### config.mk
export PLATFORM = sky130hd
export DESIGN_NAME = if_id_queue
export DESIGN_NICKNAME = d
export VERILOG_FILES = /design/src/rtl/mips_pkg.sv /design/src/rtl/if_id_fifo_mem.sv /design/src/rtl/if_id_queue.sv
export SDC_FILE = /design/constraint.sdc
export NUM_CORES = 1
export LEC_CHECK = 0
export ABC_AREA = 1
export ABC_CLOCK_PERIOD_IN_PS = 15000
export CAP_MARGIN = 5
export CORE_MARGIN = 5
export CORE_UTILIZATION = 45
export DETAILED_ROUTE_END_ITERATION = 6
export PLACE_DENSITY_LB_ADDON = 0.12
export SLEW_MARGIN = 10
export SYNTH_ARGS = -nofsm -noshare
export SYNTH_HDL_FRONTEND = slang
export SYNTH_SLANG_ARGS = --single-unit
### constraint.sdc
create_clock -name clk -period 15 [get_ports clk]
set_clock_uncertainty 0.15 [all_clocks]
set_input_delay 3 -clock clk [delete_from_list [all_inputs] [get_ports clk]]
set_output_delay 3 -clock clk [all_outputs]
set_load 0.005 [all_outputs]
### src/rtl/mips_pkg.sv
// Shared MIPS pipeline definitions: default datapath width, NOP encoding and the IF/ID entry.
package mips_pkg;

  localparam int unsigned SIZE_DEFAULT = 32;

  localparam logic [31:0] NOP_INSTR = 32'h0;

  typedef struct packed {
    logic [SIZE_DEFAULT-1:0] instruction;
    logic [SIZE_DEFAULT-1:0] pc;
    logic [SIZE_DEFAULT-1:0] adder;
  } if_id_entry_t;

endpackage

### src/rtl/if_id_fifo_mem.sv
// Register array for the IF/ID queue: one synchronous write port, one asynchronous read port.
module if_id_fifo_mem #(
  parameter int unsigned WIDTH = 96,
  parameter int unsigned DEPTH = 2,
  parameter int unsigned PTR_W = $clog2(DEPTH)
) (
  input  logic             clk,
  input  logic             we,
  input  logic [PTR_W-1:0] waddr,
  input  logic [WIDTH-1:0] wdata,
  input  logic [PTR_W-1:0] raddr,
  output logic [WIDTH-1:0] rdata
);

  logic [WIDTH-1:0] mem [DEPTH];

  // Contents are deliberately not reset; the queue masks stale entries via its count.
  always_ff @(posedge clk) begin
    if (we) begin
      mem[waddr] <= wdata;
    end
  end

  assign rdata = mem[raddr];

endmodule

### src/rtl/if_id_queue.sv
// IF/ID pipeline buffer: small FIFO with valid/ready to decode, stall to fetch, flush and NOP bubble.
// Optional IF_ID_QUEUE_STATS_EN adds saturating stall-cycle and flush counters.
module if_id_queue
  import mips_pkg::*;
#(
  parameter int unsigned SIZE  = SIZE_DEFAULT,
  parameter int unsigned DEPTH = 2
) (
  input  logic            clk,
  input  logic            rst,
  input  logic [SIZE-1:0] i_instruction,
  input  logic [SIZE-1:0] i_pc,
  input  logic [SIZE-1:0] i_adder,
  input  logic            i_valid,
  output logic            o_stall,
  input  logic            i_flush,
  input  logic            i_ready,
  output logic            o_valid,
  output logic [SIZE-1:0] o_instruction,
  output logic [SIZE-1:0] o_pc,
`ifdef IF_ID_QUEUE_STATS_EN
  output logic [31:0]     o_stall_cycles,
  output logic [31:0]     o_flush_count,
`endif
  output logic [SIZE-1:0] o_adder
);

  localparam int unsigned PTR_W = $clog2(DEPTH);
  localparam int unsigned CNT_W = $clog2(DEPTH + 1);
  localparam logic [PTR_W-1:0] LAST_PTR = PTR_W'(DEPTH - 1);
  localparam logic [CNT_W-1:0] FULL_CNT = CNT_W'(DEPTH);

  typedef struct packed {
    logic [SIZE-1:0] instruction;
    logic [SIZE-1:0] pc;
    logic [SIZE-1:0] adder;
  } entry_t;

  logic [PTR_W-1:0] wr_ptr_q, wr_ptr_d, rd_ptr_q, rd_ptr_d;
  logic [CNT_W-1:0] count_q, count_d;
  logic             full, push, pop;
  entry_t           wr_entry, rd_entry;

  assign full    = (count_q == FULL_CNT);
  assign o_stall = full;
  assign o_valid = (count_q != '0);
  assign push    = i_valid && !full && !i_flush;
  assign pop     = o_valid && i_ready && !i_flush;

  always_comb begin
    wr_ptr_d = wr_ptr_q;
    rd_ptr_d = rd_ptr_q;
    count_d  = count_q;
    if (i_flush) begin
      wr_ptr_d = '0;
      rd_ptr_d = '0;
      count_d  = '0;
    end else begin
      if (push) begin
        wr_ptr_d = (wr_ptr_q == LAST_PTR) ? '0 : wr_ptr_q + 1'b1;
      end
      if (pop) begin
        rd_ptr_d = (rd_ptr_q == LAST_PTR) ? '0 : rd_ptr_q + 1'b1;
      end
      if (push && !pop) begin
        count_d = count_q + 1'b1;
      end else if (pop && !push) begin
        count_d = count_q - 1'b1;
      end
    end
  end

  always_ff @(posedge clk or negedge rst) begin
    if (!rst) begin
      wr_ptr_q <= '0;
      rd_ptr_q <= '0;
      count_q  <= '0;
    end else begin
      wr_ptr_q <= wr_ptr_d;
      rd_ptr_q <= rd_ptr_d;
      count_q  <= count_d;
    end
  end

  assign wr_entry = '{instruction: i_instruction, pc: i_pc, adder: i_adder};

  if_id_fifo_mem #(
    .WIDTH ($bits(entry_t)),
    .DEPTH (DEPTH),
    .PTR_W (PTR_W)
  ) u_mem (
    .clk   (clk),
    .we    (push),
    .waddr (wr_ptr_q),
    .wdata (wr_entry),
    .raddr (rd_ptr_q),
    .rdata (rd_entry)
  );

  // Empty queue presents a NOP bubble whatever stale data sits in storage.
  assign o_instruction = o_valid ? rd_entry.instruction : SIZE'(NOP_INSTR);
  assign o_pc          = o_valid ? rd_entry.pc          : '0;
  assign o_adder       = o_valid ? rd_entry.adder       : '0;

`ifdef IF_ID_QUEUE_STATS_EN
  logic [31:0] stall_cycles_q, flush_count_q;

  always_ff @(posedge clk or negedge rst) begin
    if (!rst) begin
      stall_cycles_q <= '0;
      flush_count_q  <= '0;
    end else begin
      if (o_stall && (stall_cycles_q != '1)) begin
        stall_cycles_q <= stall_cycles_q + 32'd1;
      end
      if (i_flush && (flush_count_q != '1)) begin
        flush_count_q <= flush_count_q + 32'd1;
      end
    end
  end

  assign o_stall_cycles = stall_cycles_q;
  assign o_flush_count  = flush_count_q;
`endif

endmodule

# Word-level counts from Yosys, hierarchy flattened
# Memories as Yosys holds them, arrays and structs flattened.
# Index checks and enable logic that the tools add are counted.
op_classes:
  n_addsub: 4
  muxes: 14
  n_reduce_logical: 14
  n_eq_ne: 1
ops:
  columns: ["operator", "n"]
  rows:
  - ["32-bit 2-to-1 mux", 3]
  - ["1-bit 2-to-1 mux", 8]
  - ["1-bit logical AND", 6]
  - ["2-bit 2-to-1 mux", 3]
  - ["2-bit nonzero test", 3]
  - ["1-bit logical NOT", 4]
  - ["3-bit nonzero test", 1]
  - ["1-bit adder, second input constant", 2]
  - ["2-bit by 1-bit adder with 2-bit output, second input constant", 1]
  - ["2-bit equality test, second input constant", 1]
  - ["2-bit by 1-bit subtractor with 2-bit output, second input constant", 1]
word_totals:
  out_inout_bits: 98
  memories: 1
  wordCells: 37
  ramBits: 192
  register_bits: 4
mem_list:
  columns: ["memory", "words", "word_bits", "rd", "rd_clocked_by_memory_dff", "write_ports", "line_no", "text"]
  rows:
  - ["u_mem.mem", 2, 96, 1, 0, 1, "if_id_fifo_mem.sv:15", "logic [WIDTH-1:0] mem [DEPTH];"]

# Longest topological paths before layout
depth:
  depth_word: 9
  ltp_mapped: 9

# Hierarchy
# A second synthesis with hierarchy kept.
unflattened:
  cells_unflattened: 743
  hier_area_um2: 8047.7
by_module_without_submodules:
  columns: ["mod", "seq_area_each_um2", "cells_each", "n_inst", "area_each_um2"]
  rows:
  - ["if_id_fifo_mem", 5765.5, 506, 1, 7008.0]
  - ["if_id_queue", 100.1, 237, 1, 1039.7]

# Worst setup path after synthesis
# Ideal clock, no wire load.
synth_timing:
  path_kind: "input -> register"
  startpoint: "input port i_flush"
  endpoint: "memory u_mem.mem[0][0] (enable)"
  t_required_ps: 14299
  arrival_ps: 7212
  path_buffers: 0
  setup_slack_ps: 7086
  setup_ps: 551
  stages: 3
  cell_sequence: "inv_1 > nand3_2 > nor2_1"
synth_between:
  elab_chain_len: 4
synth_lines:
  columns: ["element", "line_no", "text"]
  rows:
  - ["start, declared", "if_id_queue.sv:16", "input logic i_flush,"]
  - ["1-bit logical NOT", "if_id_queue.sv:47", "assign push = i_valid && !full && !i_flush;"]
  - ["1-bit logical AND", "if_id_queue.sv:47", null]
  - ["1-bit 2-to-1 mux", "if_id_fifo_mem.sv:19", "if (we) begin"]
  - ["1-bit 2-to-1 mux (not written as such)", "if_id_fifo_mem.sv:20", "mem[waddr] <= wdata;"]
  - ["end, declared", "if_id_fifo_mem.sv:15", null]
# No other way between the ends.

# Final worst setup path
layout_timing:
  startpoint: "register rd_ptr_q"
  endpoint: "output port o_instruction[3]"
layout_between:
  elab_chain_len: 2
layout_lines:
  columns: ["element", "line_no", "text"]
  rows:
  - ["start, declared", "if_id_queue.sv:39", "logic [PTR_W-1:0] wr_ptr_q, wr_ptr_d, rd_ptr_q, rd_ptr_d;"]
  - ["start signal, assigned", "if_id_queue.sv:80", "rd_ptr_q <= rd_ptr_d;"]
  - ["memory read 2 x 96 bit", null, null]
  - ["32-bit 2-to-1 mux", "if_id_queue.sv:101", "assign o_instruction = o_valid ? rd_entry.instruction : SIZE'(NOP_INSTR);"]
  - ["end, declared", "if_id_queue.sv:19", "output logic [SIZE-1:0] o_instruction,"]
# No other way between the ends.

==> results by group <==
Synth
  • Post-synthesis mux area share: 0
  • Post-synthesis sequential area ratio: 0.7923
  • Synth Area in Compound Gates: 0.06895
  • Avg Cell Area, Syn: 13.39 um2
  • Synth cell types: 17
  • Synthesized instance count: 553
  • Simple-gate share of the synthesized area: 0.1124
  • Post-synthesis xor/xnor area fraction: 0
  • Syn nets: roughly 650
  • Main combinational cell family by area after synthesis: simple AND/OR/NAND/NOR gates
  • Post-Synth Adder-Cell Area: 0
  • Synthesized area: ~7400 um2
  • Synth warnings: 0
  • #FFs+latches synth: just under 200

Setup path
  • Worst path max stage delay: 1.10 ns
  • CP Data Arrival Time: approximately 3.8 ns
  • Crit path buf inv count: 3
  • Worst setup SP type: flip-flop
  • WP data required: about 12 ns
  • Crit path max fanout: between 90 and 100
  • Critical-path top delay cell: dfrtp_4
  • Critical path type: flip-flop to output pin
  • Top delay family on crit path: buffers and inverters
  • Cell Chain, Critical Path: clkinv_2 > buf_4 > nand2_1 > a21oi_1 > clkdlybuf4s50_1
  • Critical Path End Type: output pin

Finish
  • Post-layout util: 0.6308
  • Nets: between 800 and 900
  • Synth-to-Final Area Change: 36.34%
  • Share of cells above drive strength 1: 0.06349
  • Non-Filler Instances: between 900 and 1,000
  • Antenna diodes: 0

Global routing
  • Initial antenna violation count: 0
  • All-Layer GR Usage: 0.1775
  • Number of global-route vias before repair: slightly below 5,000
  • Largest net degree at the start of global routing: 98
  • Global-route wire length before repair: approximately 27 mm
  • Global route total overflow: 0

Power and ir drop
  • Power per cell area: between 100 and 150 nW/um2
  • Leakage: 3.510 nW
  • Flop pwr share: 0.482
  • Combinational Power Share: 0.216
  • IR drop worst, VDD: between 0.00009 and 0.0001 V
  • Sw frac: 0.2606
  • Clock share of power: 0.302
  • Sw Pwr: between 300 and 400 uW
  • Internal power: a little over 1 mW

Clock network
  • H-tree depth: 4
  • Worst-path clk slew: approximately 0.06 ns
  • Total CTS buffers: 17
  • TritonCTS clock tree: yes
  • Post-CTS Hold Buffers: 0
  • Postcts setup bufs: 0
  • Clock buffer depth: 2
  • CTS sink count: roughly 200
  • Clk_lat worst skew: ~0.42 ns
  • CTS root buf: clkbuf_16
  • Cts repair resizes: 0

STA
  • Actual slew at the worst max-slew pin: around 1.2 ns
  • TNS Setup: 0 ns
  • Slew Viols, Final: 0
  • Final worst-path cycle share: 0.4644
  • F_max: 143.5 MHz
  • Slew headroom: 0.2118
  • Min Tclk post-route: ~7 ns
  • Final hold viol count: 0
  • Final setup fails: 0
  • Unrepaired setup endpoints after global routing: no

Die
  • Die area: 19,120 um2
  • DIE HEIGHT: around 140 um
  • Core ar.: roughly 16,000 um2
  • Die width: ~140 um
  • Initial Utilization: 0.4627
  • Top Ports: between 150 and 200
  • Rows: 46

Place
  • Gpl congestion: roughly 0.76
  • Hpwl dp: about 11 mm
  • PortBufs: between 150 and 200
  • Placed cell count: around 940

Outcome
  • Status: finished clean

Drt
  • 1st-iter DRT viols: ~340
  • Detailed-route vias per instance: 4.922
  • DRC viols: 0
  • Initial DRT Pass Iterations: 4
  • Mean routed wirelength per cell: ~17 um
  • Routed wire length: 16.96 mm
  • Post-DRT Antenna Nets: 0
  • Via count: roughly 4,800

Job
  • Max cap viols: 0

Min path
  • Min-delay worst type: flip-flop to flip-flop
## flip-flops by register name, summed over array words and instances (netlist names)
signal and cells:
rd_ptr_q 1, wr_ptr_q 1, count_q 2, u_mem.mem 192
## power by group through the flow
stage	logic [mW]	clock network [mW]	registers, mW
2_1_floorplan	0.134	0	0.662
6_report	0.297	0.416	0.662
5_1_grt	0.326	0.447	0.666
3_5_place_dp	0.302	0	0.674
4_1_cts	0.304	0.426	0.663
3_3_place_gp	0.298	0	0.673
## cell families after synthesis
family,after synthesis
flops,196
compound gates,101
simple gates,217
buf+inv,39
## layout by cell type, fill, tap and decap left out
master	synthesis	final
bufinv_16	0	1
inv_1	4	4
dfrtp_1	4	3
inv_2	4	3
nor2_4	0	3
nor2_1	4	2
dfrtp_4	0	1
clkinvlp_4	0	1
clkinv_2	0	7
clkinv_1	0	1
nand2_2	3	3
clkbuf_16	0	17
nand2_1	207	207
o21ai_0	1	1
inv_6	0	1
nand3_1	1	1
clkdlybuf4s50_1	0	198
edfxtp_1	192	192
buf_4	8	5
a21oi_1	98	98
a21oi_2	1	1
o22ai_1	1	1
nand3_2	1	1
clkinv_4	0	4
## layer usage
metal  vias to the layer above  global-route usage  wire length, um
met2                       171              0.2749             8025
met1                      2267              0.2392             7501
met5                         -                   0                0
li1                       2325                   -                -
met3                        21             0.06103             1163
met4                         0             0.05408              271
## stage by stage
| step | power, mW | worst slack [ns] | hold slack (ns) | cell area [um2] |
|---|---|---|---|---|
| after floorplan | 0.7954 | 7.086 | 0.3079 | 7403 |
| after global placement | 0.9712 | 8.438 | 0.3838 | 9553 |
| after detailed placement | 0.9760 | 8.419 | 0.3920 | 9553 |
| after CTS | 1.393 | 7.943 | 0.4037 | 10090 |
| after global routing | 1.439 | 7.657 | 0.4170 | 10090 |
| final | 1.375 | 8.034 | 0.3985 | 10090 |
## Yosys cell counts
library cell	n	area, um2
buf_4	8	60.06
nor2_2	1	6.260
nand3_2	1	10.01
clkbuf_1	8	30.03
inv_2	4	15.01
buf_2	15	75.07
a21oi_1	98	490.5
o22ai_1	1	6.260
dfrtp_1	4	100.1
nand2_1	207	777.0
edfxtp_1	192	5766
o21ai_0	1	5.000
nor2_1	4	15.01
inv_1	4	15.01
a21oi_2	1	8.760
nand2_2	3	18.77
nand3_1	1	5.000
## worst paths after layout
path	start	endpoint	slack, ns	cells after the start
setup / recovery	rd_ptr_q	o_instruction[3]	8.03	5
hold / removal	wr_ptr_q	wr_ptr_q	0.40	1
setup reg to reg	rd_ptr_q	rd_ptr_q	11.79	4
hold reg to reg	wr_ptr_q	wr_ptr_q	0.40	1
max in group asynchronous	rst	rd_ptr_q	11.84	1
min in group asynchronous	rst	count_q[1]	2.65	1
## area by class of cell
class	count	area [um2]
clock buffers	17	425.4
clock inverters	14	115.1
fillers	1244	5907
inverters	8	31.28
multi-input cells	318	1363
flip-flops and latches	196	5869
well taps	216	270.3
repair buffers	203	2019
No activity file was read; power rests on OpenSTA's default activity.
==> RTL edit 1, RTL diff (same flow settings) <==
The option `IF_ID_QUEUE_STATS_EN` is turned on by a define.
--- a/src/rtl/if_id_queue.sv
+++ b/src/rtl/if_id_queue.sv
@@ -1,5 +1,7 @@
 // IF/ID pipeline buffer: small FIFO with valid/ready to decode, stall to fetch, flush and NOP bubble.
 // Optional IF_ID_QUEUE_STATS_EN adds saturating stall-cycle and flush counters.
+`define IF_ID_QUEUE_STATS_EN
+
 module if_id_queue
   import mips_pkg::*;
 #(
Function (old outputs only; new: o_flush_count and o_stall_cycles): kept (Yosys induction, for registers that start in step).
==> RTL edit 1 against the original RTL <==
Routed wire length increased by 72%; critical path type unchanged; highest routed layer is now met5; setup slack improved by 0.42 ns; area after synthesis increased by 58%; critical path depth unchanged; final area increased by 53%; sequential cell count increased by 64; power increased by 34%.
==> RTL edit 1: results <==
<?xml version="1.0" encoding="UTF-8"?>
<metrics>
  <group name="hold_path">
    <metric name="hold_path_startpoint" unit="">o_flush_count[24]</metric>
  </group>
  <group name="routing">
    <metric name="route.met3.wl" unit="mm">2.73</metric>
    <metric name="routed-wl-met2" unit="mm">14.1</metric>
    <metric name="firstDrtPassIters" unit="">5</metric>
  </group>
  <group name="clock_tree">
    <metric name="number_of_sinks_on_the_clock_net" unit="">260</metric>
  </group>
  <group name="placement">
    <metric name="place_inst" unit="">1799</metric>
    <metric name="hpwl" unit="mm">19.4</metric>
  </group>
  <group name="global_route">
    <metric name="global_route.usage.met2" unit="">0.327</metric>
    <metric name="grt_util_met1" unit="">0.241</metric>
    <metric name="antenna_found_initial" unit="">4</metric>
  </group>
  <group name="synth">
    <metric name="yosysSeqAreaShare" unit="">0.640</metric>
    <metric name="top_post_synthesis_cells_by_area" unit="">sky130_fd_sc_hd__edfxtp_1, sky130_fd_sc_hd__nand2_1, sky130_fd_sc_hd__dfrtp_1</metric>
    <metric name="synthesis.nets" unit="">1342</metric>
  </group>
  <group name="critical_path">
    <metric name="crit_path_to" unit="">o_adder[4]</metric>
    <metric name="timing.critical_path.arrival" unit="ns">3.40</metric>
    <metric name="timing.critical_path.slowest_cell_delay" unit="ns">0.84</metric>
  </group>
  <group name="power_and_ir_drop">
    <metric name="p_seq_frac" unit="">0.461</metric>
    <metric name="power.ir.vdd_worst" unit="V">0.0000805</metric>
  </group>
  <group name="floorplanning">
    <metric name="die_x" unit="um">171</metric>
  </group>
  <group name="final_layout">
    <metric name="bufs_w_o_clock" unit="">267</metric>
    <metric name="filler_cell_count" unit="">2212</metric>
    <metric name="buf_share" unit="">0.171</metric>
    <metric name="clock_buffers" unit="">32</metric>
    <metric name="final-instance-count-excl-fill" unit="">1851</metric>
    <metric name="post_route_cells_drive_above_1_share" unit="">0.0475</metric>
    <metric name="n_multi_input_combinational_cell" unit="">869</metric>
  </group>
  <group name="outcome">
    <metric name="outcome" unit="">completed</metric>
  </group>
</metrics>
==> RTL edit 1: changes by cell type after synthesis, sizes merged, moves of 7 or more <==
cell and delta:
nand3 +36, o21ai +14, dfrtp +64, nand2 +362, xnor2 +10, nor2 +104
clkbuf +18, xor2 +14, inv +59, nand4 +10, buf -7
==> RTL edit 1: cells by family after synthesis <==
group           share of synthesized area
xor+xnor                           0.0180
simple gates                        0.250
compound gates                     0.0487
fa+ha+maj                         0.00215
flops                               0.640
buf+inv                            0.0404
==> RTL edit 1: stage by stage <==
| stage | worst slack (ns) | cell area [um^2] | hold WS [ns] | power [mW] |
|---|---|---|---|---|
| 2_1_floorplan | 6.89 | 11700 | 0.330 | 0.982 |
| 3_3_place_gp | 8.91 | 14500 | 0.393 | 1.17 |
| 3_5_place_dp | 8.90 | 14500 | 0.397 | 1.17 |
| 4_1_cts | 8.32 | 15500 | 0.408 | 1.87 |
| 5_1_grt | 8.17 | 15500 | 0.420 | 1.93 |
| 6_report | 8.45 | 15500 | 0.406 | 1.84 |
==> RTL edit 2, RTL diff (config.mk and constraints unchanged) <==
Made on the original files. `DEPTH` is set to 2 in 2 places; all go to 4.
--- a/src/rtl/if_id_fifo_mem.sv
+++ b/src/rtl/if_id_fifo_mem.sv
@@ -1,7 +1,7 @@
 // Register array for the IF/ID queue: one synchronous write port, one asynchronous read port.
 module if_id_fifo_mem #(
   parameter int unsigned WIDTH = 96,
-  parameter int unsigned DEPTH = 2,
+  parameter int unsigned DEPTH = 4,
   parameter int unsigned PTR_W = $clog2(DEPTH)
 ) (
   input  logic             clk,
--- a/src/rtl/if_id_queue.sv
+++ b/src/rtl/if_id_queue.sv
@@ -4,7 +4,7 @@
   import mips_pkg::*;
 #(
   parameter int unsigned SIZE  = SIZE_DEFAULT,
-  parameter int unsigned DEPTH = 2
+  parameter int unsigned DEPTH = 4
 ) (
   input  logic            clk,
   input  logic            rst,
Formal check against the unedited RTL: not equivalent (a bounded check fails within 4 cycles, from zero or initial values and one cycle with rst low).
==> RTL edit 2 against the original RTL <==
Die area up 98%; setup slack worse by 0.18 ns; hold slack better by 0.043 ns; sequential power up 96%; core utilization down 7.1 points; routed wire length up 110%; final area up 86%; via count up 99%; power up 140%; critical endpoint is now o_instruction[17]; sequential cell count up 195; area after synthesis up 110%.
==> RTL edit 2: results <==
<?xml version="1.0" encoding="UTF-8"?>
<metrics>
  <group name="synth">
    <metric name="yosysSeqAreaShare" unit="">0.764</metric>
    <metric name="synth.cells.most_frequent" unit="">sky130_fd_sc_hd__nor2_1, sky130_fd_sc_hd__edfxtp_1, sky130_fd_sc_hd__o21ai_1</metric>
    <metric name="synthesis.nets" unit="">1305</metric>
    <metric name="unique_cell_type_count_in_the_yosys_netlist" unit="">24</metric>
    <metric name="ys_async_sr_fraction" unit="">0.0179</metric>
    <metric name="syn_area_per_cell" unit="um^2">12.8</metric>
    <metric name="top_post_synthesis_cells_by_area" unit="">sky130_fd_sc_hd__edfxtp_1, sky130_fd_sc_hd__nor2_1, sky130_fd_sc_hd__o21ai_1</metric>
  </group>
  <group name="global_route">
    <metric name="grt_usage" unit="">0.178</metric>
    <metric name="antenna_found_initial" unit="">4</metric>
    <metric name="global_route.usage.met2" unit="">0.297</metric>
    <metric name="grt_start_max_net_pins" unit="">127</metric>
  </group>
  <group name="routing">
    <metric name="vias" unit="">9517</metric>
    <metric name="drt-wirelength-per-cell" unit="um">18.8</metric>
  </group>
  <group name="critical_path">
    <metric name="cp_slowest_cell" unit="">sky130_fd_sc_hd__buf_4</metric>
    <metric name="timing.critical_path.arrival" unit="ns">4.00</metric>
    <metric name="critPathMaxFanout" unit="">94</metric>
  </group>
  <group name="clock_tree">
    <metric name="max_buffers_root_to_sink" unit="">3</metric>
    <metric name="tritoncts_buffers" unit="">41</metric>
    <metric name="insertion_delay" unit="ns">0.51</metric>
  </group>
  <group name="power_and_ir_drop">
    <metric name="p_leak" unit="nW">6.28</metric>
    <metric name="power.ir.vdd_worst" unit="V">0.0000906</metric>
  </group>
  <group name="outcome">
    <metric name="outcome" unit="">completed</metric>
  </group>
  <group name="placement">
    <metric name="place_inst" unit="">1785</metric>
    <metric name="hpwl" unit="mm">19.0</metric>
  </group>
  <group name="timing">
    <metric name="slew-limit-headroom" unit="">0.327</metric>
  </group>
  <group name="final_layout">
    <metric name="post_route_cells_drive_above_1_share" unit="">0.0542</metric>
  </group>
</metrics>
## RTL edit 2: cell type report
class / count / share of cell area
Antenna cell: 1 / 0.000133
Sequential cell: 391 / 0.623
Clock buffer: 53 / 0.0592
Tap cell: 448 / 0.0298
Timing Repair Buffer: 212 / 0.111
Clock inverter: 13 / 0.00452
Multi-Input combinational cell: 715 / 0.169
Inverter: 19 / 0.00426
## RTL edit 2: through the flow
step	cell area [um^2]	util	hold slack, ns
6_report	18800	0.560	0.442
4_1_cts	18800	0.560	0.447
3_5_place_dp	17600	0.524	0.431
5_1_grt	18800	0.560	0.487
3_3_place_gp	17600	0.524	0.428
2_1_floorplan	15300	-	0.402
## RTL edit 2: logic make-up after synthesis
kind of cell    after synthesis  share of synthesized area
compound gates              296                     0.0969
xor+xnor                      1                   0.000571
fa+ha+maj                     5                    0.00457
buf+inv                      93                     0.0316
flops                       391                      0.764
simple gates                413                      0.103
## RTL edit 2: power by group through the flow
| stage | logic (mW) | registers (mW) | clock network (mW) |
|---|---|---|---|
| finish | 1.04 | 1.30 | 0.916 |
| global route | 1.15 | 1.31 | 0.985 |
| CTS | 1.07 | 1.30 | 0.940 |
| detailed placement | 1.06 | 1.33 | 0 |
| global placement | 1.06 | 1.32 | 0 |
| floorplan | 0.523 | 1.32 | 0 |
## RTL edit 2: worst paths after layout
kind / end / cells after the start / start / slack (ns)
worst min-delay path: count_q[1] / 2 / count_q[1] / 0.44
max in group asynchronous: rd_ptr_q[1] / 1 / rst / 11.80
worst max register to register: u_mem.mem[0][79] / 8 / count_q[0] / 11.50
worst max-delay path: o_instruction[17] / 7 / rd_ptr_q[0] / 7.85
worst min register to register: count_q[1] / 2 / count_q[1] / 0.44
min in group asynchronous: count_q[1] / 1 / rst / 2.61
## RTL edit 2: worst reg2reg max path: stages, from the launching register on
cell and delay (ns):
sky130_fd_sc_hd__dfrtp_1 0.41, sky130_fd_sc_hd__nor2_4 0.07, sky130_fd_sc_hd__nand2_1 0.07, sky130_fd_sc_hd__nand2_1 0.10, sky130_fd_sc_hd__nor2_1 0.22, sky130_fd_sc_hd__inv_1 0.22
sky130_fd_sc_hd__nor2_4 0.69, sky130_fd_sc_hd__buf_4 0.55, sky130_fd_sc_hd__buf_4 0.63
## RTL edit 2: layer usage
layer  vias to the layer above  wire length, um  part of all wire
met5                         -               45            0.0013
met2                       220            17100              0.49
met1                      4649            15000              0.43
met3                        41             2100             0.060
met4                         6              480             0.014
li1                       4601                -                 -
